[src/rtl/bus_slave_sel.sv]
// Registered slave-select decoder: latches a one-hot select on start and holds it until the
// addressed slave reports done, flagging unmapped IDs and hung transactions.
module bus_slave_sel #(
    parameter int unsigned N_SLAVES = 3,
    parameter int unsigned SEL_W    = 2,
    parameter int unsigned TIMEOUT  = 16
) (
    input  logic                clk,
    input  logic                rst,
    input  logic                en,
    input  logic                start,
    input  logic [SEL_W-1:0]    sel,
    input  logic [N_SLAVES-1:0] s_done,
    output logic [N_SLAVES-1:0] sel_out,
    output logic                busy,
    output logic                err,
    output logic                timeout
);

    localparam int unsigned CNT_W = $clog2(TIMEOUT + 1);
    localparam logic [CNT_W-1:0] CNT_LAST = CNT_W'(TIMEOUT - 1);
    localparam logic [SEL_W:0] SEL_LIMIT = (SEL_W + 1)'(N_SLAVES);

    typedef enum logic [1:0] {StIdle, StActive, StErr} state_e;

    state_e              r_state;
    logic [N_SLAVES-1:0] r_sel_out;
    logic                r_busy;
    logic                r_err;
    logic                r_timeout;
    logic [CNT_W-1:0]    r_cnt;

    logic [N_SLAVES-1:0] w_onehot;
    logic                w_sel_ok;
    logic                w_done;

    always_comb begin
        w_onehot = '0;
        for (int i = 0; i < int'(N_SLAVES); i++) begin
            w_onehot[i] = (sel == SEL_W'(i));
        end
    end

    assign w_sel_ok = ({1'b0, sel} < SEL_LIMIT);
    // Only the done strobe of the latched slave can end the transaction.
    assign w_done   = |(s_done & r_sel_out);

    always_ff @(posedge clk) begin
        if (rst) begin
            r_state   <= StIdle;
            r_sel_out <= '0;
            r_busy    <= 1'b0;
            r_err     <= 1'b0;
            r_timeout <= 1'b0;
            r_cnt     <= '0;
        end else begin
            r_err     <= 1'b0;
            r_timeout <= 1'b0;
            unique case (r_state)
                StIdle: begin
                    if (start && en) begin
                        if (w_sel_ok) begin
                            r_state   <= StActive;
                            r_sel_out <= w_onehot;
                            r_busy    <= 1'b1;
                            r_cnt     <= '0;
                        end else begin
                            r_state <= StErr;
                            r_err   <= 1'b1;
                        end
                    end
                end
                StActive: begin
                    if (w_done) begin
                        r_state   <= StIdle;
                        r_sel_out <= '0;
                        r_busy    <= 1'b0;
                        r_cnt     <= '0;
                    end else if (r_cnt == CNT_LAST) begin
                        r_state   <= StIdle;
                        r_sel_out <= '0;
                        r_busy    <= 1'b0;
                        r_err     <= 1'b1;
                        r_timeout <= 1'b1;
                        r_cnt     <= '0;
                    end else begin
                        r_cnt <= r_cnt + 1'b1;
                    end
                end
                StErr: begin
                    r_state <= StIdle;
                end
                default: begin
                    r_state   <= StIdle;
                    r_sel_out <= '0;
                    r_busy    <= 1'b0;
                end
            endcase
        end
    end

    assign sel_out = r_sel_out;
    assign busy    = r_busy;
    assign err     = r_err;
    assign timeout = r_timeout;

endmodule
[config.mk]
export PLATFORM = sky130hd
export DESIGN_NAME = bus_slave_sel
export DESIGN_NICKNAME = d
export VERILOG_FILES = /design/src/rtl/bus_slave_sel.sv
export SDC_FILE = /design/constraint.sdc
export NUM_CORES = 1
export LEC_CHECK = 0
export BUFFER_PORTS_ARGS = -buffer_cell sky130_fd_sc_hd__buf_2
export CELL_PAD_IN_SITES_DETAIL_PLACEMENT = 1
export CELL_PAD_IN_SITES_GLOBAL_PLACEMENT = 1
export CORE_MARGIN = 5
export CORE_UTILIZATION = 37
export DETAILED_ROUTE_END_ITERATION = 8
export GPL_TIMING_DRIVEN = 0
export PLACE_DENSITY = 0.7
export SKIP_CTS_REPAIR_TIMING = 1
export SYNTH_ARGS = -nofsm -noshare
export SYNTH_HDL_FRONTEND = slang
export SYNTH_SLANG_ARGS = --single-unit
export TNS_END_PERCENT = 30
[constraint.sdc]
create_clock -name clk -period 1.9 [get_ports clk]
set_input_delay 0.38 -clock clk [delete_from_list [all_inputs] [get_ports clk]]
set_output_delay 0.38 -clock clk [all_outputs]
set_load 0.02 [all_outputs]
==> metrics.txt, run 1 <==
# TYPE chip_impl_metric gauge
chip_impl_metric{name="synth_cell_type_count",unit=""} 28
chip_impl_metric{name="ys_ff_latch",unit=""} 13
chip_impl_metric{name="rows",unit=""} 15
chip_impl_metric{name="final_standard_cell_utilization_of_the_core",unit=""} 0.453
chip_impl_info{name="yosys.cell_count.top_type",value="dfxtp_1"} 1
chip_impl_metric{name="placement.io_buffers",unit=""} 14
chip_impl_metric{name="critical_path_required",unit="ns"} 2.08
chip_impl_metric{name="clk_pin_slew_worst_paths",unit="ns"} 0.09
chip_impl_metric{name="synth_enable_flop_cells",unit=""} 0
chip_impl_metric{name="die_width",unit="um"} 51.8
chip_impl_metric{name="worst_r2r_path_depth",unit=""} 4
chip_impl_metric{name="post-layout-total-power",unit="mW"} 0.551
chip_impl_metric{name="totalWireLength",unit="um"} 1470
chip_impl_metric{name="via_count_of_the_first_global_routing_pass",unit=""} 564
chip_impl_info{name="cp-endpoint",value="sel_out[2]"} 1
chip_impl_metric{name="drt_pass1_iterations",unit=""} 4
chip_impl_metric{name="dp_worst_setup_slack",unit="ns"} 0.288
chip_impl_metric{name="place.detailed.hpwl",unit="um"} 1170
chip_impl_metric{name="power.internal",unit="mW"} 0.401
chip_impl_metric{name="effective_utilization_at_floorplan",unit=""} 0.383
chip_impl_metric{name="irDropWorstVdd",unit="mV"} 0.339
chip_impl_info{name="yosys-top-cells-area",value="dfxtp_1 40%, nand2_1 5.2%, nor2_1 4.1%"} 1
chip_impl_info{name="worstSetupEndpointType",value="flip-flop"} 1
chip_impl_metric{name="worst_slew_pin_slew",unit="ns"} 0.469
chip_impl_metric{name="max-slew-margin-rel",unit=""} 0.687
chip_impl_metric{name="power.clock.fraction",unit=""} 0.324
chip_impl_metric{name="swShare",unit=""} 0.272
chip_impl_metric{name="synthToLayoutAreaGrowth",unit="%"} 18.2
chip_impl_metric{name="seq_area_frac_synth",unit=""} 0.402
chip_impl_metric{name="final_cell_count_no_fill",unit=""} 104
chip_impl_metric{name="multiInputGateArea",unit="um2"} 372
chip_impl_info{name="worstReg2RegStart",value="r_cnt[0]"} 1
chip_impl_metric{name="period_minus_slack",unit="ns"} 1.57
chip_impl_metric{name="drt_iter0_drc",unit=""} 1
chip_impl_metric{name="power_density",unit="nW/um2"} 721
chip_impl_metric{name="max_freq",unit="MHz"} 639
chip_impl_metric{name="groute.usage.overall",unit=""} 0.132
chip_impl_metric{name="detailroute.via_count",unit=""} 550
chip_impl_metric{name="cts_max_level",unit=""} 1
chip_impl_info{name="cts_root_buffer",value="clkbuf_4"} 1
chip_impl_metric{name="clock_tree.buffer_depth",unit=""} 2
chip_impl_metric{name="hold_viol_final",unit=""} 0
chip_impl_metric{name="core_region_area",unit="um2"} 1690
chip_impl_info{name="cts_tree",value="built"} 1
chip_impl_metric{name="synth_fp_nets",unit=""} 79
chip_impl_metric{name="synthDominantCellAreaShare",unit=""} 0.402
chip_impl_info{name="yosysTopAreaCell",value="dfxtp_1"} 1
chip_impl_info{name="critical_path.reg2reg.endpoint",value="sel_out[2]"} 1
chip_impl_metric{name="power_switching",unit="mW"} 0.150
chip_impl_metric{name="syn_inst",unit=""} 69
chip_impl_info{name="dominantRegCellSynth",value="dfxtp_1"} 1
chip_impl_metric{name="place.gp.congestion",unit=""} 0.720
chip_impl_metric{name="final.setup.tns",unit="ns"} 0
chip_impl_info{name="run_status",value="completed"} 1
chip_impl_metric{name="synth_warnings",unit=""} 0
chip_impl_metric{name="regArea",unit="um2"} 260
chip_impl_metric{name="timing.critical_path.arrival",unit="ns"} 1.75
chip_impl_metric{name="clk-insertion-delay-late",unit="ns"} 0.28
chip_impl_metric{name="fill_cells",unit=""} 210
chip_impl_metric{name="setup_violations",unit=""} 0
chip_impl_info{name="synth_common_cells",value="13 x dfxtp_1, 9 x nand2_1, 7 x nor2_1"} 1
chip_impl_metric{name="dp.cells",unit=""} 100
chip_impl_metric{name="worstPathMaxFanout",unit=""} 4
chip_impl_metric{name="synth_async_sr_flop_share",unit=""} 0
chip_impl_metric{name="cap_violations",unit=""} 0
chip_impl_info{name="start_kind",value="flip-flop"} 1
chip_impl_info{name="worstSetupStartpoint",value="r_cnt[0]"} 1
chip_impl_metric{name="share_comb_of_total_power",unit=""} 0.149
chip_impl_metric{name="report.final.slew_viol_count",unit=""} 0
chip_impl_info{name="worst-setup-path-type",value="reg -> reg"} 1
chip_impl_metric{name="grt_antenna_before_repair",unit=""} 0
chip_impl_metric{name="skew",unit="ns"} 0.00671
chip_impl_metric{name="grt_overflow_total",unit=""} 0
chip_impl_metric{name="fp.dieArea",unit="um2"} 2680
chip_impl_metric{name="die_height",unit="um"} 51.8
chip_impl_metric{name="final_nets",unit=""} 98
chip_impl_metric{name="reg2reg_setup_slack",unit="ns"} 0.33
chip_impl_metric{name="syn_area",unit="um2"} 647
chip_impl_info{name="hp-class",value="in -> reg"} 1
chip_impl_metric{name="fin_ws",unit="ns"} 0.334
chip_impl_metric{name="final.period_utilization",unit=""} 0.824
chip_impl_metric{name="grt_max_degree",unit=""} 11
chip_impl_info{name="unrepaired_setup_endpoints_after_global_routing",value="false"} 1
chip_impl_metric{name="antenna_violating_nets_post_route",unit=""} 0
chip_impl_metric{name="avgRoutedWirePerCell",unit="um"} 14.2
chip_impl_metric{name="leakage",unit="nW"} 0.301
chip_impl_metric{name="tritoncts.num_buffers",unit=""} 3
chip_impl_metric{name="detail_route.vias_per_cell",unit=""} 5.29
chip_impl_metric{name="drcViolationCount",unit=""} 0
chip_impl_metric{name="post_synth.cell_area_avg",unit="um2"} 9.37
chip_impl_metric{name="grt_first_pass_wirelength",unit="um"} 2480
chip_impl_metric{name="seq_power_share",unit=""} 0.527
chip_impl_metric{name="io_pins",unit=""} 15
chip_impl_metric{name="drive_gt1_frac",unit=""} 0.299
chip_impl_metric{name="tritoncts_num_sinks",unit=""} 13
chip_impl_metric{name="antenna_cells",unit=""} 0
[worst min-delay path by stage]
| stage | from | end | depth (start not counted) |
|---|---|---|---|
| 3_3_place_gp | r_cnt[4] | r_cnt[4] | 2 |
| 2_1_floorplan | r_cnt[4] | r_cnt[4] | 2 |
| 4_1_cts | sel[0] | sel_out[1] | 3 |
| 3_5_place_dp | r_cnt[4] | r_cnt[4] | 2 |
| 5_1_grt | sel[0] | sel_out[1] | 3 |
| 6_report | sel[0] | sel_out[1] | 3 |
[layer usage]
metal | global-route usage | up-vias | routed length (um)
met5 | 0 | - | 0
met4 | 0.118 | 0 | 52
met3 | 0.0287 | 5 | 46
met2 | 0.214 | 12 | 698
met1 | 0.142 | 248 | 674
li1 | - | 285 | -
[flip-flops by register name (all words and copies together) (netlist names)]
name,flops
err,1
timeout,1
busy,1
sel_out,3
r_cnt,5
r_state,2
[kinds of logic after synthesis]
logic type | count (synthesis) | share of synthesized area
and+or+nand+nor | 37 | 0.364
buffers and inverters | 2 | 0.0232
adders and majority gates | 1 | 0.0193
AOI/OAI and AO/OA | 13 | 0.137
DFF | 13 | 0.402
muxes | 3 | 0.0542
[layout make-up]
| cell class | instances | area share |
|---|---|---|
| multi-input cells | 54 | 0.486 |
| plain buffers | 2 | 0.0196 |
| clock buffers | 4 | 0.0344 |
| well taps | 17 | 0.0278 |
| repair buffers | 14 | 0.0917 |
| flip-flops and latches | 13 | 0.340 |
[placed cells by master, fill, tap and decap left out, types with 2 or more instances in the layout]
cell,n
mux2i_1,2
o21ai_0,3
a21oi_1,3
clkbuf_4,3
nand3_1,4
dfxtp_1,13
nor3b_2,2
nand2_1,9
nor2_1,7
nand3b_1,2
nand2b_1,4
a31oi_1,3
buf_2,14
clkbuf_1,2
[power groups by stage]
| stage | Sequential, mW | Combinational, mW | Clock (mW) |
|---|---|---|---|
| floorplan | 0.301 | 0.0505 | 0 |
| global placement | 0.296 | 0.0811 | 0 |
| detailed placement | 0.297 | 0.0833 | 0 |
| CTS | 0.291 | 0.0836 | 0.188 |
| global route | 0.292 | 0.0905 | 0.206 |
| finish | 0.290 | 0.0821 | 0.178 |
[stage by stage]
step,hold slack [ns],area (um2)
2_1_floorplan,0.422,647
3_3_place_gp,0.434,738
3_5_place_dp,0.441,738
4_1_cts,0.371,764
5_1_grt,0.391,764
6_report,0.380,764
[critical path: stages, from the launching register on]
cell and delay [ns]:
dfxtp_1 0.39, ha_1 0.23, nand4b_1 0.21, a2bb2oi_2 0.32, mux2_4 0.33
Note: power is estimated with default switching activity, not from simulation.
==> run 2: changes to the inputs <==
ABC_AREA = 1   (was default)
CORE_UTILIZATION = 36   (was 37)
PLACE_DENSITY = 0.71   (was 0.7)
clock period = 1.52 ns   (was 1.9 ns; I/O delays follow)
==> metrics.txt, run 2 <==
# TYPE chip_impl_metric gauge
chip_impl_metric{name="via_count_of_the_first_global_routing_pass",unit=""} 649
chip_impl_metric{name="leakage",unit="nW"} 0.420
chip_impl_metric{name="drcViolationCount",unit=""} 0
chip_impl_metric{name="share_comb_of_total_power",unit=""} 0.294
chip_impl_metric{name="grtUsageMet2",unit=""} 0.212
chip_impl_metric{name="gr-usage-met3",unit=""} 0.0360
chip_impl_metric{name="fill_cells",unit=""} 256
chip_impl_metric{name="fp.dieArea",unit="um2"} 2870
chip_impl_metric{name="drt_iter0_drc",unit=""} 9
chip_impl_metric{name="synthDominantCellAreaShare",unit=""} 0.380
chip_impl_metric{name="grt_first_pass_wirelength",unit="um"} 2750
chip_impl_metric{name="grt.met1_usage",unit=""} 0.168
chip_impl_metric{name="clk_pin_slew_worst_paths",unit="ns"} 0.08
chip_impl_info{name="yosys.cell_count.top_type",value="nand2_1"} 1
chip_impl_metric{name="grt_overflow_total",unit=""} 0
chip_impl_metric{name="seq_power_share",unit=""} 0.455
chip_impl_metric{name="synth_cell_type_count",unit=""} 21
chip_impl_info{name="cts_tree",value="built"} 1
chip_impl_metric{name="worstPathMaxFanout",unit=""} 7
chip_impl_metric{name="power.clock.fraction",unit=""} 0.252
chip_impl_info{name="yosys-top-cells-area",value="dfxtp_1 38%, nand2_1 13%, inv_1 8.8%"} 1
chip_impl_metric{name="largest_register_ff_count",unit=""} 5
chip_impl_metric{name="skew",unit="ns"} 0.00688
chip_impl_metric{name="die_height",unit="um"} 53.6
chip_impl_info{name="synth_common_cells",value="24 x nand2_1, 16 x inv_1, 13 x dfxtp_1"} 1
chip_impl_metric{name="tritoncts_num_sinks",unit=""} 13
chip_impl_metric{name="placement.io_buffers",unit=""} 14
chip_impl_metric{name="core_region_area",unit="um2"} 1760
chip_impl_metric{name="cts_max_level",unit=""} 1
chip_impl_metric{name="critical_path_required",unit="ns"} 1.70
chip_impl_metric{name="final_nets",unit=""} 125
chip_impl_metric{name="final.period_utilization",unit=""} 0.810
chip_impl_info{name="start_kind",value="flip-flop"} 1
chip_impl_info{name="cts_root_buffer",value="clkbuf_4"} 1
chip_impl_metric{name="drive_gt1_frac",unit=""} 0.263
chip_impl_metric{name="final.setup.tns",unit="ns"} 0
chip_impl_metric{name="totalWireLength",unit="um"} 1520
chip_impl_info{name="yosysTopAreaCell",value="dfxtp_1"} 1
chip_impl_metric{name="synth_warnings",unit=""} 0
chip_impl_metric{name="period_minus_slack",unit="ns"} 1.23
chip_impl_metric{name="io_pins",unit=""} 15
chip_impl_metric{name="antenna_cells",unit=""} 0
chip_impl_info{name="layout.cells.most_common",value="nand2_1"} 1
chip_impl_metric{name="post-layout-total-power",unit="mW"} 0.856
chip_impl_info{name="grt_busiest_layer",value="met2"} 1
chip_impl_metric{name="worst_slew_pin_slew",unit="ns"} 0.285
chip_impl_metric{name="tritoncts.num_buffers",unit=""} 3
chip_impl_metric{name="swShare",unit=""} 0.345
chip_impl_metric{name="max_freq",unit="MHz"} 812
chip_impl_metric{name="antenna_violating_nets_post_route",unit=""} 0
chip_impl_metric{name="synth_async_sr_flop_share",unit=""} 0
chip_impl_metric{name="power.internal",unit="mW"} 0.561
chip_impl_info{name="unrepaired_setup_endpoints_after_global_routing",value="false"} 1
chip_impl_metric{name="place.gp.congestion",unit=""} 0.769
chip_impl_metric{name="grt_max_degree",unit=""} 8
chip_impl_metric{name="post_synth.cell_area_avg",unit="um2"} 7.13
chip_impl_metric{name="clock_tree.buffer_depth",unit=""} 2
chip_impl_metric{name="synth_enable_flop_cells",unit=""} 0
chip_impl_metric{name="power_density",unit="nW/um2"} 1050
chip_impl_metric{name="hold_viol_final",unit=""} 0
chip_impl_info{name="worst-setup-path-type",value="reg -> reg"} 1
chip_impl_metric{name="cap_violations",unit=""} 0
chip_impl_info{name="hp-class",value="in -> reg"} 1
chip_impl_metric{name="ys_ff_latch",unit=""} 13
chip_impl_metric{name="clk-insertion-delay-late",unit="ns"} 0.27
chip_impl_metric{name="syn_inst",unit=""} 96
chip_impl_metric{name="power_switching",unit="mW"} 0.295
chip_impl_info{name="run_status",value="completed"} 1
chip_impl_metric{name="detail_route.vias_per_cell",unit=""} 4.63
chip_impl_metric{name="timing.critical_path.arrival",unit="ns"} 1.41
chip_impl_metric{name="irDropWorstVdd",unit="mV"} 0.390
chip_impl_metric{name="avgRoutedWirePerCell",unit="um"} 11.0
chip_impl_metric{name="grt_antenna_before_repair",unit=""} 0
chip_impl_metric{name="synthToLayoutAreaGrowth",unit="%"} 18.6
chip_impl_metric{name="place.detailed.hpwl",unit="um"} 1290
chip_impl_metric{name="syn_area",unit="um2"} 684
chip_impl_metric{name="max-slew-margin-rel",unit=""} 0.808
chip_impl_info{name="worstSetupEndpointType",value="flip-flop"} 1
chip_impl_metric{name="groute.usage.overall",unit=""} 0.136
chip_impl_info{name="most_frequent_cells_in_the_layout",value="24 x nand2_1, 16 x inv_1, 14 x buf_2"} 1
chip_impl_metric{name="effective_utilization_at_floorplan",unit=""} 0.388
chip_impl_info{name="regMostFlops",value="r_cnt"} 1
chip_impl_info{name="dominantRegCellSynth",value="dfxtp_1"} 1
chip_impl_metric{name="synth_fp_nets",unit=""} 106
chip_impl_metric{name="seq_area_frac_synth",unit=""} 0.380
chip_impl_metric{name="die_width",unit="um"} 53.6
chip_impl_metric{name="rows",unit=""} 15
chip_impl_metric{name="report.final.slew_viol_count",unit=""} 0
chip_impl_metric{name="setup_violations",unit=""} 0
chip_impl_metric{name="detailroute.via_count",unit=""} 644
chip_impl_metric{name="drt_pass1_iterations",unit=""} 4
[run 2: cell count changes in the layout (fill, tap and decap cells not counted), moves of 3 or more]
cell	before	now
o21ai_1	0	3
nand2_2	0	3
nand2b_1	4	0
a31oi_1	3	0
nand4_1	0	3
nand2_1	9	24
inv_1	0	16
nor2_1	7	12
[run 2: cell type report]
type / count / area, um2 / share of cell area
Multi-Input combinational cell: 65 / 357 / 0.439
Sequential cell: 13 / 260 / 0.320
Timing Repair Buffer: 14 / 70.1 / 0.0863
Inverter: 18 / 67.6 / 0.0832
Tap cell: 25 / 31.3 / 0.0385
Clock buffer: 4 / 26.3 / 0.0324
[run 2: power by group through the flow]
stage | Sequential, mW | Clock, mW | Combinational (mW)
final | 0.389 | 0.215 | 0.251
after global routing | 0.395 | 0.245 | 0.286
after CTS | 0.390 | 0.224 | 0.256
after detailed placement | 0.398 | 0 | 0.255
after global placement | 0.396 | 0 | 0.250
after floorplan | 0.417 | 0 | 0.167
[run 2: cell families (layout without fill, tap and decap cells)]
| group | after synthesis | in the layout | synth area share |
|---|---|---|---|
| compound gates | 11 | 11 | 0.0950 |
| flops | 13 | 13 | 0.380 |
| fa+ha+maj | 1 | 1 | 0.0183 |
| xor+xnor | 1 | 1 | 0.0128 |
| buf+inv | 18 | 36 | 0.0987 |
| simple gates | 52 | 52 | 0.395 |
[run 2: layer usage]
| metal | wire length, um | up-vias |
|---|---|---|
| li1 | - | 334 |
| met2 | 701 | 11 |
| met5 | 0 | - |
| met4 | 17 | 0 |
| met1 | 736 | 297 |
| met3 | 69 | 2 |
[run 2: final timing paths]
| path | from | to | slack, ns | cells past startpoint |
|---|---|---|---|---|
| setup / recovery | r_cnt[1] | sel_out[2] | 0.29 | 6 |
| setup reg to reg | r_cnt[1] | sel_out[2] | 0.29 | 6 |
| hold / removal | rst | busy | 0.27 | 2 |
| hold reg to reg | r_cnt[4] | r_cnt[4] | 0.44 | 2 |
[run 2: per-stage QoR]
| stage | worst slack [ns] | cells | area, um2 | hold WS, ns | utilization |
|---|---|---|---|---|---|
| 3_5_place_dp | 0.274 | 135 | 786 | 0.434 | 0.445 |
| 4_1_cts | 0.262 | 139 | 812 | 0.268 | 0.460 |
| 5_1_grt | 0.179 | 139 | 812 | 0.270 | 0.460 |
| 2_1_floorplan | 0.397 | 96 | 684 | 0.366 | - |
| 6_report | 0.288 | 139 | 812 | 0.272 | 0.460 |
| 3_3_place_gp | 0.300 | 135 | 786 | 0.426 | 0.445 |
[run 2: critical path, cell delays in order, from the launching register on]
cell     delay (ns)
dfxtp_1        0.35
ha_1           0.24
nand4_2        0.15
nand3_4        0.14
nand3_4        0.11
nor2_1         0.10
nor2_1         0.05
